===== src/rtl/mem_pkg.sv =====
// Shared types and defaults for the burst master: FSM encoding, default sizes, write pattern seed.
package mem_pkg;

    typedef enum logic [1:0] {
        IDLE = 2'd0,
        REQ  = 2'd1,
        DONE = 2'd2
    } state_t;

    localparam int         DEF_WIDTH        = 8;
    localparam int         DEF_DEPTH        = 16;
    localparam logic [7:0] DEF_PATTERN_BASE = 8'h3C;

endpackage


===== src/rtl/mem_burst_master_if.sv =====
// Command, memory and read-return bundle of the burst master; master drives m_*, cmd_ready and status.
// With MEM_BURST_MASTER_CHECK_EN the bundle also carries the read comparator results.
interface mem_burst_master_if #(
    parameter int WIDTH      = 8,
    parameter int ADDR_WIDTH = 4
);
    logic                  cmd_valid;
    logic                  cmd_ready;
    logic                  cmd_wr;
    logic [ADDR_WIDTH-1:0] cmd_addr;
    logic [ADDR_WIDTH:0]   cmd_len;
    logic [ADDR_WIDTH-1:0] m_addr;
    logic                  m_wr_rd;
    logic [WIDTH-1:0]      m_wdata;
    logic                  m_valid;
    logic [WIDTH-1:0]      m_rdata;
    logic                  m_ready;
    logic [WIDTH-1:0]      rd_data;
    logic                  rd_valid;
    logic                  busy;
    logic                  done;
`ifdef MEM_BURST_MASTER_CHECK_EN
    logic                  mismatch;
    logic [7:0]            err_cnt;

    modport master (
        input  cmd_valid, cmd_wr, cmd_addr, cmd_len, m_rdata, m_ready,
        output cmd_ready, m_addr, m_wr_rd, m_wdata, m_valid, rd_data, rd_valid, busy, done,
               mismatch, err_cnt
    );
    modport slave (
        output cmd_valid, cmd_wr, cmd_addr, cmd_len, m_rdata, m_ready,
        input  cmd_ready, m_addr, m_wr_rd, m_wdata, m_valid, rd_data, rd_valid, busy, done,
               mismatch, err_cnt
    );
`else
    modport master (
        input  cmd_valid, cmd_wr, cmd_addr, cmd_len, m_rdata, m_ready,
        output cmd_ready, m_addr, m_wr_rd, m_wdata, m_valid, rd_data, rd_valid, busy, done
    );
    modport slave (
        output cmd_valid, cmd_wr, cmd_addr, cmd_len, m_rdata, m_ready,
        input  cmd_ready, m_addr, m_wr_rd, m_wdata, m_valid, rd_data, rd_valid, busy, done
    );
`endif
endinterface


===== src/rtl/mem_burst_addr_gen.sv =====
// Burst address/beat counter: loads on command accept, steps on each handshake, flags the last beat.
// Registered outputs; last_o is decoded from the registered beat and length.
module mem_burst_addr_gen #(
    parameter int ADDR_WIDTH = 4
) (
    input  logic                  clk,
    input  logic                  res,
    input  logic                  load_i,
    input  logic                  step_i,
    input  logic [ADDR_WIDTH-1:0] start_addr_i,
    input  logic [ADDR_WIDTH:0]   len_i,
    output logic [ADDR_WIDTH-1:0] addr_o,
    output logic [ADDR_WIDTH:0]   beat_o,
    output logic                  last_o
);

    logic [ADDR_WIDTH-1:0] addr_q, addr_d;
    logic [ADDR_WIDTH:0]   beat_q, beat_d;
    logic [ADDR_WIDTH:0]   len_q,  len_d;

    // DEPTH is a power of two, so the natural counter overflow is the wrap.
    always_comb begin
        addr_d = addr_q;
        beat_d = beat_q;
        len_d  = len_q;
        if (load_i) begin
            addr_d = start_addr_i;
            beat_d = '0;
            len_d  = len_i;
        end else if (step_i) begin
            addr_d = addr_q + ADDR_WIDTH'(1);
            beat_d = beat_q + (ADDR_WIDTH+1)'(1);
        end
    end

    always_ff @(posedge clk) begin
        if (res) begin
            addr_q <= '0;
            beat_q <= '0;
            len_q  <= '0;
        end else begin
            addr_q <= addr_d;
            beat_q <= beat_d;
            len_q  <= len_d;
        end
    end

    assign addr_o = addr_q;
    assign beat_o = beat_q;
    assign last_o = (beat_q == len_q - (ADDR_WIDTH+1)'(1));

endmodule


===== src/rtl/mem_burst_master.sv =====
// Burst initiator: one access per beat, first m_valid the cycle after accept, rd_* one cycle after a read beat.
// Stalls on m_ready low; one command at a time. Optional read checker: MEM_BURST_MASTER_CHECK_EN.
module mem_burst_master
    import mem_pkg::*;
#(
    parameter int         WIDTH        = DEF_WIDTH,
    parameter int         DEPTH        = DEF_DEPTH,
    parameter int         ADDR_WIDTH   = $clog2(DEPTH),
    parameter logic [7:0] PATTERN_BASE = DEF_PATTERN_BASE
) (
    input  logic               clk,
    input  logic               res,
    mem_burst_master_if.master bus
);

    localparam logic [ADDR_WIDTH:0] DEPTH_L = (ADDR_WIDTH+1)'(DEPTH);
    localparam logic [WIDTH-1:0]    PAT     = WIDTH'(PATTERN_BASE);

    state_t              state_q;
    logic                cmd_ready_q;
    logic                m_valid_q;
    logic                m_wr_rd_q;
    logic [WIDTH-1:0]    m_wdata_q;
    logic [WIDTH-1:0]    rd_data_q;
    logic                rd_valid_q;
    logic                busy_q;
    logic                done_q;
    logic                accept;
    logic                hs;
    logic                last;
    logic [ADDR_WIDTH:0] eff_len;
    logic [ADDR_WIDTH:0] beat;

    assign accept  = bus.cmd_valid && cmd_ready_q;
    assign hs      = m_valid_q && bus.m_ready;
    assign eff_len = (bus.cmd_len > DEPTH_L) ? DEPTH_L : bus.cmd_len;

    mem_burst_addr_gen #(.ADDR_WIDTH(ADDR_WIDTH)) u_addr_gen (
        .clk          (clk),
        .res          (res),
        .load_i       (accept),
        .step_i       (hs),
        .start_addr_i (bus.cmd_addr),
        .len_i        (eff_len),
        .addr_o       (bus.m_addr),
        .beat_o       (beat),
        .last_o       (last)
    );

    always_ff @(posedge clk) begin
        if (res) begin
            state_q     <= IDLE;
            cmd_ready_q <= 1'b1;
            m_valid_q   <= 1'b0;
            m_wr_rd_q   <= 1'b0;
            m_wdata_q   <= '0;
            rd_data_q   <= '0;
            rd_valid_q  <= 1'b0;
            busy_q      <= 1'b0;
            done_q      <= 1'b0;
        end else begin
            done_q     <= 1'b0;
            rd_valid_q <= hs && !m_wr_rd_q;
            if (hs && !m_wr_rd_q) begin
                rd_data_q <= bus.m_rdata;
            end
            case (state_q)
                IDLE: begin
                    if (accept) begin
                        m_wr_rd_q   <= bus.cmd_wr;
                        m_wdata_q   <= PAT;
                        cmd_ready_q <= 1'b0;
                        if (eff_len == '0) begin
                            state_q <= DONE;
                            done_q  <= 1'b1;
                        end else begin
                            state_q   <= REQ;
                            m_valid_q <= 1'b1;
                            busy_q    <= 1'b1;
                        end
                    end
                end
                REQ: begin
                    if (hs) begin
                        // Next beat's pattern is base + post-increment beat count.
                        m_wdata_q <= PAT + WIDTH'(beat) + WIDTH'(1);
                        if (last) begin
                            state_q   <= DONE;
                            m_valid_q <= 1'b0;
                            busy_q    <= 1'b0;
                            done_q    <= 1'b1;
                        end
                    end
                end
                DONE: begin
                    state_q     <= IDLE;
                    cmd_ready_q <= 1'b1;
                end
                default: begin
                    state_q     <= IDLE;
                    cmd_ready_q <= 1'b1;
                    m_valid_q   <= 1'b0;
                    busy_q      <= 1'b0;
                end
            endcase
        end
    end

    assign bus.cmd_ready = cmd_ready_q;
    assign bus.m_valid   = m_valid_q;
    assign bus.m_wr_rd   = m_wr_rd_q;
    assign bus.m_wdata   = m_wdata_q;
    assign bus.rd_data   = rd_data_q;
    assign bus.rd_valid  = rd_valid_q;
    assign bus.busy      = busy_q;
    assign bus.done      = done_q;

`ifdef MEM_BURST_MASTER_CHECK_EN
    logic       mismatch_q;
    logic [7:0] err_cnt_q;
    logic       bad_beat;

    assign bad_beat = hs && !m_wr_rd_q && (bus.m_rdata != (PAT + WIDTH'(beat)));

    always_ff @(posedge clk) begin
        if (res) begin
            mismatch_q <= 1'b0;
            err_cnt_q  <= '0;
        end else begin
            mismatch_q <= bad_beat;
            if (accept) begin
                err_cnt_q <= '0;
            end else if (bad_beat && (err_cnt_q != 8'hFF)) begin
                err_cnt_q <= err_cnt_q + 8'd1;
            end
        end
    end

    assign bus.mismatch = mismatch_q;
    assign bus.err_cnt  = err_cnt_q;
`endif

endmodule


===== src/flat_wrapper.sv =====
// flat-port wrapper written by rule: the top's interface ports become plain ports
module mem_burst_master_flat import mem_pkg::*;
#(
    parameter int         WIDTH        = DEF_WIDTH,
    parameter int         DEPTH        = DEF_DEPTH,
    parameter int         ADDR_WIDTH   = $clog2(DEPTH),
    parameter logic [7:0] PATTERN_BASE = DEF_PATTERN_BASE
)
  (clk, res, bus_cmd_valid, bus_cmd_wr, bus_cmd_addr, bus_cmd_len, bus_m_rdata, bus_m_ready, bus_cmd_ready, bus_m_addr, bus_m_wr_rd, bus_m_wdata, bus_m_valid, bus_rd_data, bus_rd_valid, bus_busy, bus_done);
  mem_burst_master_if #(.WIDTH(WIDTH), .ADDR_WIDTH(ADDR_WIDTH)) bus_i ();
  input  logic clk;
  input  logic res;
  input wire logic [$bits(bus_i.cmd_valid)-1:0] bus_cmd_valid;
  input wire logic [$bits(bus_i.cmd_wr)-1:0] bus_cmd_wr;
  input wire logic [$bits(bus_i.cmd_addr)-1:0] bus_cmd_addr;
  input wire logic [$bits(bus_i.cmd_len)-1:0] bus_cmd_len;
  input wire logic [$bits(bus_i.m_rdata)-1:0] bus_m_rdata;
  input wire logic [$bits(bus_i.m_ready)-1:0] bus_m_ready;
  output wire logic [$bits(bus_i.cmd_ready)-1:0] bus_cmd_ready;
  output wire logic [$bits(bus_i.m_addr)-1:0] bus_m_addr;
  output wire logic [$bits(bus_i.m_wr_rd)-1:0] bus_m_wr_rd;
  output wire logic [$bits(bus_i.m_wdata)-1:0] bus_m_wdata;
  output wire logic [$bits(bus_i.m_valid)-1:0] bus_m_valid;
  output wire logic [$bits(bus_i.rd_data)-1:0] bus_rd_data;
  output wire logic [$bits(bus_i.rd_valid)-1:0] bus_rd_valid;
  output wire logic [$bits(bus_i.busy)-1:0] bus_busy;
  output wire logic [$bits(bus_i.done)-1:0] bus_done;
  assign bus_i.cmd_valid = bus_cmd_valid;
  assign bus_i.cmd_wr = bus_cmd_wr;
  assign bus_i.cmd_addr = bus_cmd_addr;
  assign bus_i.cmd_len = bus_cmd_len;
  assign bus_i.m_rdata = bus_m_rdata;
  assign bus_i.m_ready = bus_m_ready;
  assign bus_cmd_ready = bus_i.cmd_ready;
  assign bus_m_addr = bus_i.m_addr;
  assign bus_m_wr_rd = bus_i.m_wr_rd;
  assign bus_m_wdata = bus_i.m_wdata;
  assign bus_m_valid = bus_i.m_valid;
  assign bus_rd_data = bus_i.rd_data;
  assign bus_rd_valid = bus_i.rd_valid;
  assign bus_busy = bus_i.busy;
  assign bus_done = bus_i.done;
  mem_burst_master #(.WIDTH(WIDTH), .DEPTH(DEPTH), .ADDR_WIDTH(ADDR_WIDTH), .PATTERN_BASE(PATTERN_BASE)) u_core (.clk(clk), .res(res), .bus(bus_i));
endmodule

===== config.mk =====
export PLATFORM = sky130hd
export DESIGN_NAME = mem_burst_master_flat
export DESIGN_NICKNAME = d
export VERILOG_FILES = /design/src/rtl/mem_pkg.sv /design/src/rtl/mem_burst_master_if.sv /design/src/rtl/mem_burst_addr_gen.sv /design/src/rtl/mem_burst_master.sv /design/src/flat_wrapper.sv
export SDC_FILE = /design/constraint.sdc
export NUM_CORES = 1
export LEC_CHECK = 0
export BUFFER_PORTS_ARGS = -buffer_cell sky130_fd_sc_hd__buf_2
export CORE_AREA = 2 2 64 66
export DETAILED_ROUTE_END_ITERATION = 8
export DIE_AREA = 0 0 66 68
export PLACE_DENSITY = 0.84
export SLEW_MARGIN = 20
export SYNTH_ARGS = -nofsm -noshare
export SYNTH_HDL_FRONTEND = slang
export SYNTH_SLANG_ARGS = --single-unit

===== constraint.sdc =====
create_clock -name clk -period 1.7 [get_ports clk]
set_input_delay 0.085 -clock clk [delete_from_list [all_inputs] [get_ports clk]]
set_output_delay 0.085 -clock clk [all_outputs]
set_load 0.005 [all_outputs]

* After elaboration in Yosys (flattened, before gate mapping)
Index checks and enable logic that the tools add are counted.
** Cells by class
- Add/sub/neg operators :: 5
- Order comparisons :: 1
- Equality and inequality tests :: 7
- Muxes and demuxes :: 23
- Bitwise gates (word level) :: 2
- Reductions and logical operators :: 14
** Operators by type and width (number)
- 2-to-1 mux 8 bit :: 2
- case mux 8 bit (2 select lines) :: 1
- 2-to-1 mux 1 bit :: 9
- adder 8 x 1 -> 8 bit (second input constant) :: 1
- 2-to-1 mux 2 bit :: 4
- 2-to-1 mux 4 bit :: 2
- adder 6 x 5 -> 7 bit (first input constant) :: 1
- != test 2 x 1 -> 1 bit (second input constant) :: 3
- AND reduction 3 bit :: 2
- adder 5 x 1 -> 5 bit (second input constant) :: 1
- equality test 5 bit :: 1
- greater-than comparator 5 bit (second input constant) :: 1
- logical NOT 5 bit :: 1
- 2-to-1 mux 5 bit :: 1
- AND reduction 5 bit :: 1
- subtractor 5 x 1 -> 5 bit (second input constant) :: 1
- adder 4 x 1 -> 4 bit (second input constant) :: 1
- case mux 1 bit (2 select lines) :: 2
- case mux 2 bit (2 select lines) :: 1
- AND reduction 2 bit :: 2
- nonzero test 2 bit :: 2
- logical AND 1 bit :: 3
- case mux 1 bit (3 select lines) :: 1
- equality test 2 x 1 -> 1 bit (second input constant) :: 1
- other kinds (6) :: 7
** Storage, ports and cells
- Register bits :: 37
- Bits of input ports :: 22
- Output and inout bits :: 26
- Logic and storage cells :: 63

* Depth between registers and ports, before layout
- Depth in word-level cells :: 6
- Depth in mapped cells :: 8
- Depth with buffers taken out :: 7

* Hierarchy
A second synthesis with hierarchy kept.
** Unflattened totals
- Cells, all modules :: 181
- Area total of the unflattened synthesis :: 1719.1 um2
** Modules (own cells, without submodules)
- mem_burst_master :: instances 1, cells each 104, area each 1006.0 um2, sequential area each 440.4 um2
- mem_burst_addr_gen :: instances 1, cells each 77, area each 713.2 um2, sequential area each 280.3 um2

* Worst setup path after synthesis
Ideal clock, no wire load.
- Path kind :: register to register
- From :: register u_core.u_addr_gen.beat_q[2] (netlist: u_core.u_addr_gen.beat_o[2])
- To :: register u_core.m_wdata_q[5] (netlist: u_core.bus.m_wdata[5])
- Arrival :: 1781 ps
- Required time :: 1614 ps
- Setup slack :: -167 ps
- Cell stages (with the launch flop) :: 8
- Period minus slack after synthesis :: 1867 ps
- Cells stage by stage :: dfxtp_1 > buf_2 > inv_1 > ha_1 > ha_1 > nor4_1 > xor2_1 > a211oi_1
** On the way
- Longest elaborated chain between the ends :: 4
** Ends and longest elaborated chain
- start, declared :: RTL line mem_burst_addr_gen.sv:18 : logic [ADDR_WIDTH:0] beat_q, beat_d;
- start signal, assigned :: RTL line mem_burst_addr_gen.sv:43 : beat_q <= beat_d;
- adder 6 x 5 -> 7 bit :: RTL line mem_burst_master.sv:86 : m_wdata_q <= PAT + WIDTH'(beat) + WIDTH'(1);
- adder 8 x 1 -> 8 bit :: RTL line mem_burst_master.sv:86
- 2-to-1 mux 8 bit :: RTL line mem_burst_master.sv:84 : if (hs) begin
- case mux 8 bit (2 select lines) :: RTL line mem_burst_master.sv:67 : case (state_q)
- end signal, assigned :: RTL line mem_burst_master.sv:86
- end, declared :: RTL line mem_burst_master.sv:23 : logic [WIDTH-1:0] m_wdata_q;
Every way passes these cells. The select of a mux whose other input is x is not followed.
A chain may end at the register's enable or synchronous reset.

* Worst setup path after layout
- From :: register u_core.u_addr_gen.len_q[1]
- To :: register u_core.state_q[0]
** On the way
- Longest elaborated chain between the ends :: 4
** Ends and longest elaborated chain
- start, declared :: RTL line mem_burst_addr_gen.sv:19 : logic [ADDR_WIDTH:0] len_q, len_d;
- start signal, assigned :: RTL line mem_burst_addr_gen.sv:44 : len_q <= len_d;
- subtractor 5 x 1 -> 5 bit :: RTL line mem_burst_addr_gen.sv:50 : assign last_o = (beat_q == len_q - (ADDR_WIDTH+1)'(1));
- equality test 5 bit :: RTL line mem_burst_addr_gen.sv:50
- != test 2 x 1 -> 1 bit (no line)
- AND reduction 3 bit (no line)
- end signal, assigned :: RTL line mem_burst_master.sv:52 : state_q <= IDLE;
- end signal, assigned :: RTL line mem_burst_master.sv:74 : state_q <= DONE;
- end signal, assigned :: RTL line mem_burst_master.sv:77 : state_q <= REQ;
- end, declared :: RTL line mem_burst_master.sv:19 : state_t state_q;
Every way passes these cells.

==> flow_summary.ini <==
[run_status]
status = finished, final reports clean

[synth]
syn_nets = 227
syn_area_per_cell_um2 = 8.37
ys_ff_latch = 37
ys_seq_area_frac = 0.445
synth_warnings = 0
netlist-cell-type-count = 34
synthCells = 199
syn_area_mm2 = 0.00167

[timing]
holdWs_ns = 0.0179
relSlewSlack = 0.704
timing.final.crit_share = 0.982
timing.fmax_mhz = 599
setup_viol = 0
hold_viol = 0
clock-skew-final_ns = 0.00925
worstMarginPinSlew_ns = 0.441
timing.final.ws_setup_ns = 0.0312
slew_violations = 0
min_period_ns = 1.67

[place]
numPortBuffers = 47
pre_cts_ws_ns = -0.0445
dp_hpwl_um = 2860
gp_congestion = 0.818
place_inst = 295

[cells_and_area]
fill_cells = 384
final_cells = 304
syn2layout_area_growth_pct = 29.2
diodes = 0
drive_gt1_frac = 0.315
layout.nets = 281

[floorplan]
start_util = 0.432
coreArea_mm2 = 0.00386
die_y_um = 68
rows = 23
dieArea_mm2 = 0.00449
pin_count = 48
die_w_um = 66

[clock_network]
clock-sinks = 37
cts_tree = done
ctsHoldBuffers = 0
htree_levels = 2
clock_latency_ns = 0.30
clk_pin_slew_ns = 0.07
root_buffer = clkbuf_8
clockBufferDepth = 2
cts_buffers = 5

[global_route]
antenna_found_initial = 0
grt_pass1_wl_um = 6090
grt_max_degree = 23
gr-total-overflow = 0
grtUsageTotal = 0.180
grt_pass1_vias = 1307

[power]
p_per_area_mw_per_mm2 = 849
p_leak_nw = 0.923
irDropWorstVdd_v = 0.000572

[critical_path]
cp_max_fo = 4
worstPathCellList = inv_1 > ha_4 > xnor2_2 > or4_4 > a21oi_4 > nor4_2
crit_path_start_kind = flip-flop
crit_path_end_kind = flip-flop
worst_path_largest_cell_delay_ns = 0.50
path_delay_family = simple AND/OR/NAND/NOR gates
path_buf_inv = 1
worstPathArrival_ns = 1.84
crit_slowest_cell = or4_4
path_class = flip-flop to flip-flop
required_ns = 1.87

[detailed_routing]
routedWlPerCell_um = 13.3
vias_per_cell = 5.15
num_vias = 1566
drt_iter0_markers = 104
wl_um = 4060
ant_nets = 0
drtPass1Iterations = 4
drc = 0

[hold_path]
hp-class = input port to flip-flop

[flow_run]
drv_cap = 0
-- cell families (layout without fill, tap and decap cells) --
| kind of cell | Yosys count | after routing | share of synthesized area |
|---|---|---|---|
| simple gates | 89 | 89 | 0.248 |
| compound gates | 34 | 34 | 0.129 |
| mux | 1 | 1 | 0.00601 |
| flops | 37 | 37 | 0.445 |
| buf+inv | 15 | 70 | 0.0376 |
| xor+xnor | 17 | 17 | 0.0894 |
| fa+ha+maj | 6 | 6 | 0.0451 |
-- state kept, by name, summed over array words and instances, names as in the netlist --
name	count
u_core.bus.m_wdata	8
u_core.bus.rd_data	8
u_core.bus.rd_valid	1
u_core.bus.done	1
u_core.bus.busy	1
u_core.bus.m_wr_rd	1
u_core.state_q	2
u_core.u_addr_gen.beat_o	5
u_core.u_addr_gen.addr_o	4
u_core.u_addr_gen.len_q	5
u_core.bus.cmd_ready	1
-- tightest hold or removal path, delay by kind of cell --
kind / cells / cell delay, ns
AO/OA/AOI/OAI: 1 / 0.05
buffers and inverters: 1 / 0.09
AND/OR/NAND/NOR: 1 / 0.04
-- cell usage after synthesis --
library cell / n / area share
nor3_2: 1 / 0.0060
a22oi_1: 3 / 0.014
a31oi_1: 1 / 0.0038
nor2_1: 28 / 0.063
xor2_1: 6 / 0.032
mux2i_1: 1 / 0.0060
a311o_2: 1 / 0.0068
a311oi_1: 1 / 0.0053
o21a_1: 2 / 0.0090
nand2b_1: 4 / 0.015
nand4_1: 2 / 0.0075
or4_1: 1 / 0.0045
and2_1: 1 / 0.0038
ha_1: 6 / 0.045
xnor2_1: 11 / 0.058
dfxtp_1: 37 / 0.44
a211oi_1: 7 / 0.032
nor2_2: 1 / 0.0038
nand2_1: 31 / 0.070
buf_4: 1 / 0.0045
clkbuf_1: 6 / 0.014
nor3_1: 6 / 0.018
nor4_1: 2 / 0.0075
nor3b_1: 4 / 0.018
or3_1: 1 / 0.0038
buf_2: 2 / 0.0060
or3_4: 1 / 0.0068
or2_2: 1 / 0.0038
nand3_1: 4 / 0.012
a21oi_1: 17 / 0.051
inv_1: 6 / 0.014
nand3b_1: 1 / 0.0045
o21ai_0: 1 / 0.0030
a21oi_2: 1 / 0.0053
-- cell type report --
cell class                 instances  area, um^2  area share
clock buffer                       6        82.6      0.0384
clock inverter                     2        13.8     0.00640
inverter                           6        22.5      0.0105
multi-input combinational        147         922       0.429
sequential                        37         744       0.346
tap                               50        62.6      0.0291
timing repair buffer              56         303       0.141
-- report_power, final --
group	leakage (nW)	switching, W	internal, W
Clock	0.0512	0.000321	0.000328
Combinational	0.569	0.000123	0.000113
Sequential	0.303	0.0000338	0.000908
Total	0.923	0.000478	0.00135
-- cells in the final DEF (no fill, tap or decap), types with 3 or more instances in the layout --
cell type  count
xor2_1         6
a22oi_1        3
a21oi_1       17
nor2_1        28
a211oi_1       7
nand2_1       31
dfxtp_1       34
xnor2_1       10
inv_1          6
buf_4          9
nand2b_1       4
nor3_1         5
ha_1           4
clkbuf_8       6
nand3_1        4
buf_2         47
nor3b_1        4
dfxtp_2        3
-- layer usage --
layer | GRT usage | up-vias | share of wire | wire (um)
met4 | 0.0918 | 0 | 0.030 | 123
met1 | 0.228 | 720 | 0.42 | 1720
met5 | 0 | - | 0 | 0
li1 | - | 776 | - | -
met2 | 0.282 | 59 | 0.49 | 1990
met3 | 0.0510 | 11 | 0.055 | 224
-- timing repair --
action                                  4_1_cts  5_1_grt
buffers inserted                              1        0
resized for setup                             4        6
pin swaps                                     1        2
endpoints found under the setup margin        5        6
endpoints found under the hold margin         0        0
-- final timing paths --
check                                           startpoint                    end  slack [ns]  cells past startpoint
worst max-delay path            u_core.u_addr_gen.len_q[1]      u_core.state_q[0]        0.03                      6
worst min-delay path                        bus_m_rdata[6]  u_core.bus.rd_data[6]        0.02                      3
worst max register to register  u_core.u_addr_gen.len_q[1]      u_core.state_q[0]        0.03                      6
worst min register to register       u_core.bus.rd_data[3]  u_core.bus.rd_data[3]        0.45                      2
-- stage by stage --
step | utilization | total power [W] | area (um^2) | TNS (ns)
finish | 0.558 | 0.00183 | 2150 | 0
global route | 0.558 | 0.00191 | 2150 | -0.00900
CTS | 0.547 | 0.00184 | 2110 | 0
detailed placement | 0.517 | 0.00119 | 1990 | -0.179
global placement | 0.517 | 0.00118 | 1990 | 0
floorplan | - | 0.00109 | 1680 | -0.0106
No activity file was read; power rests on OpenSTA's default activity.
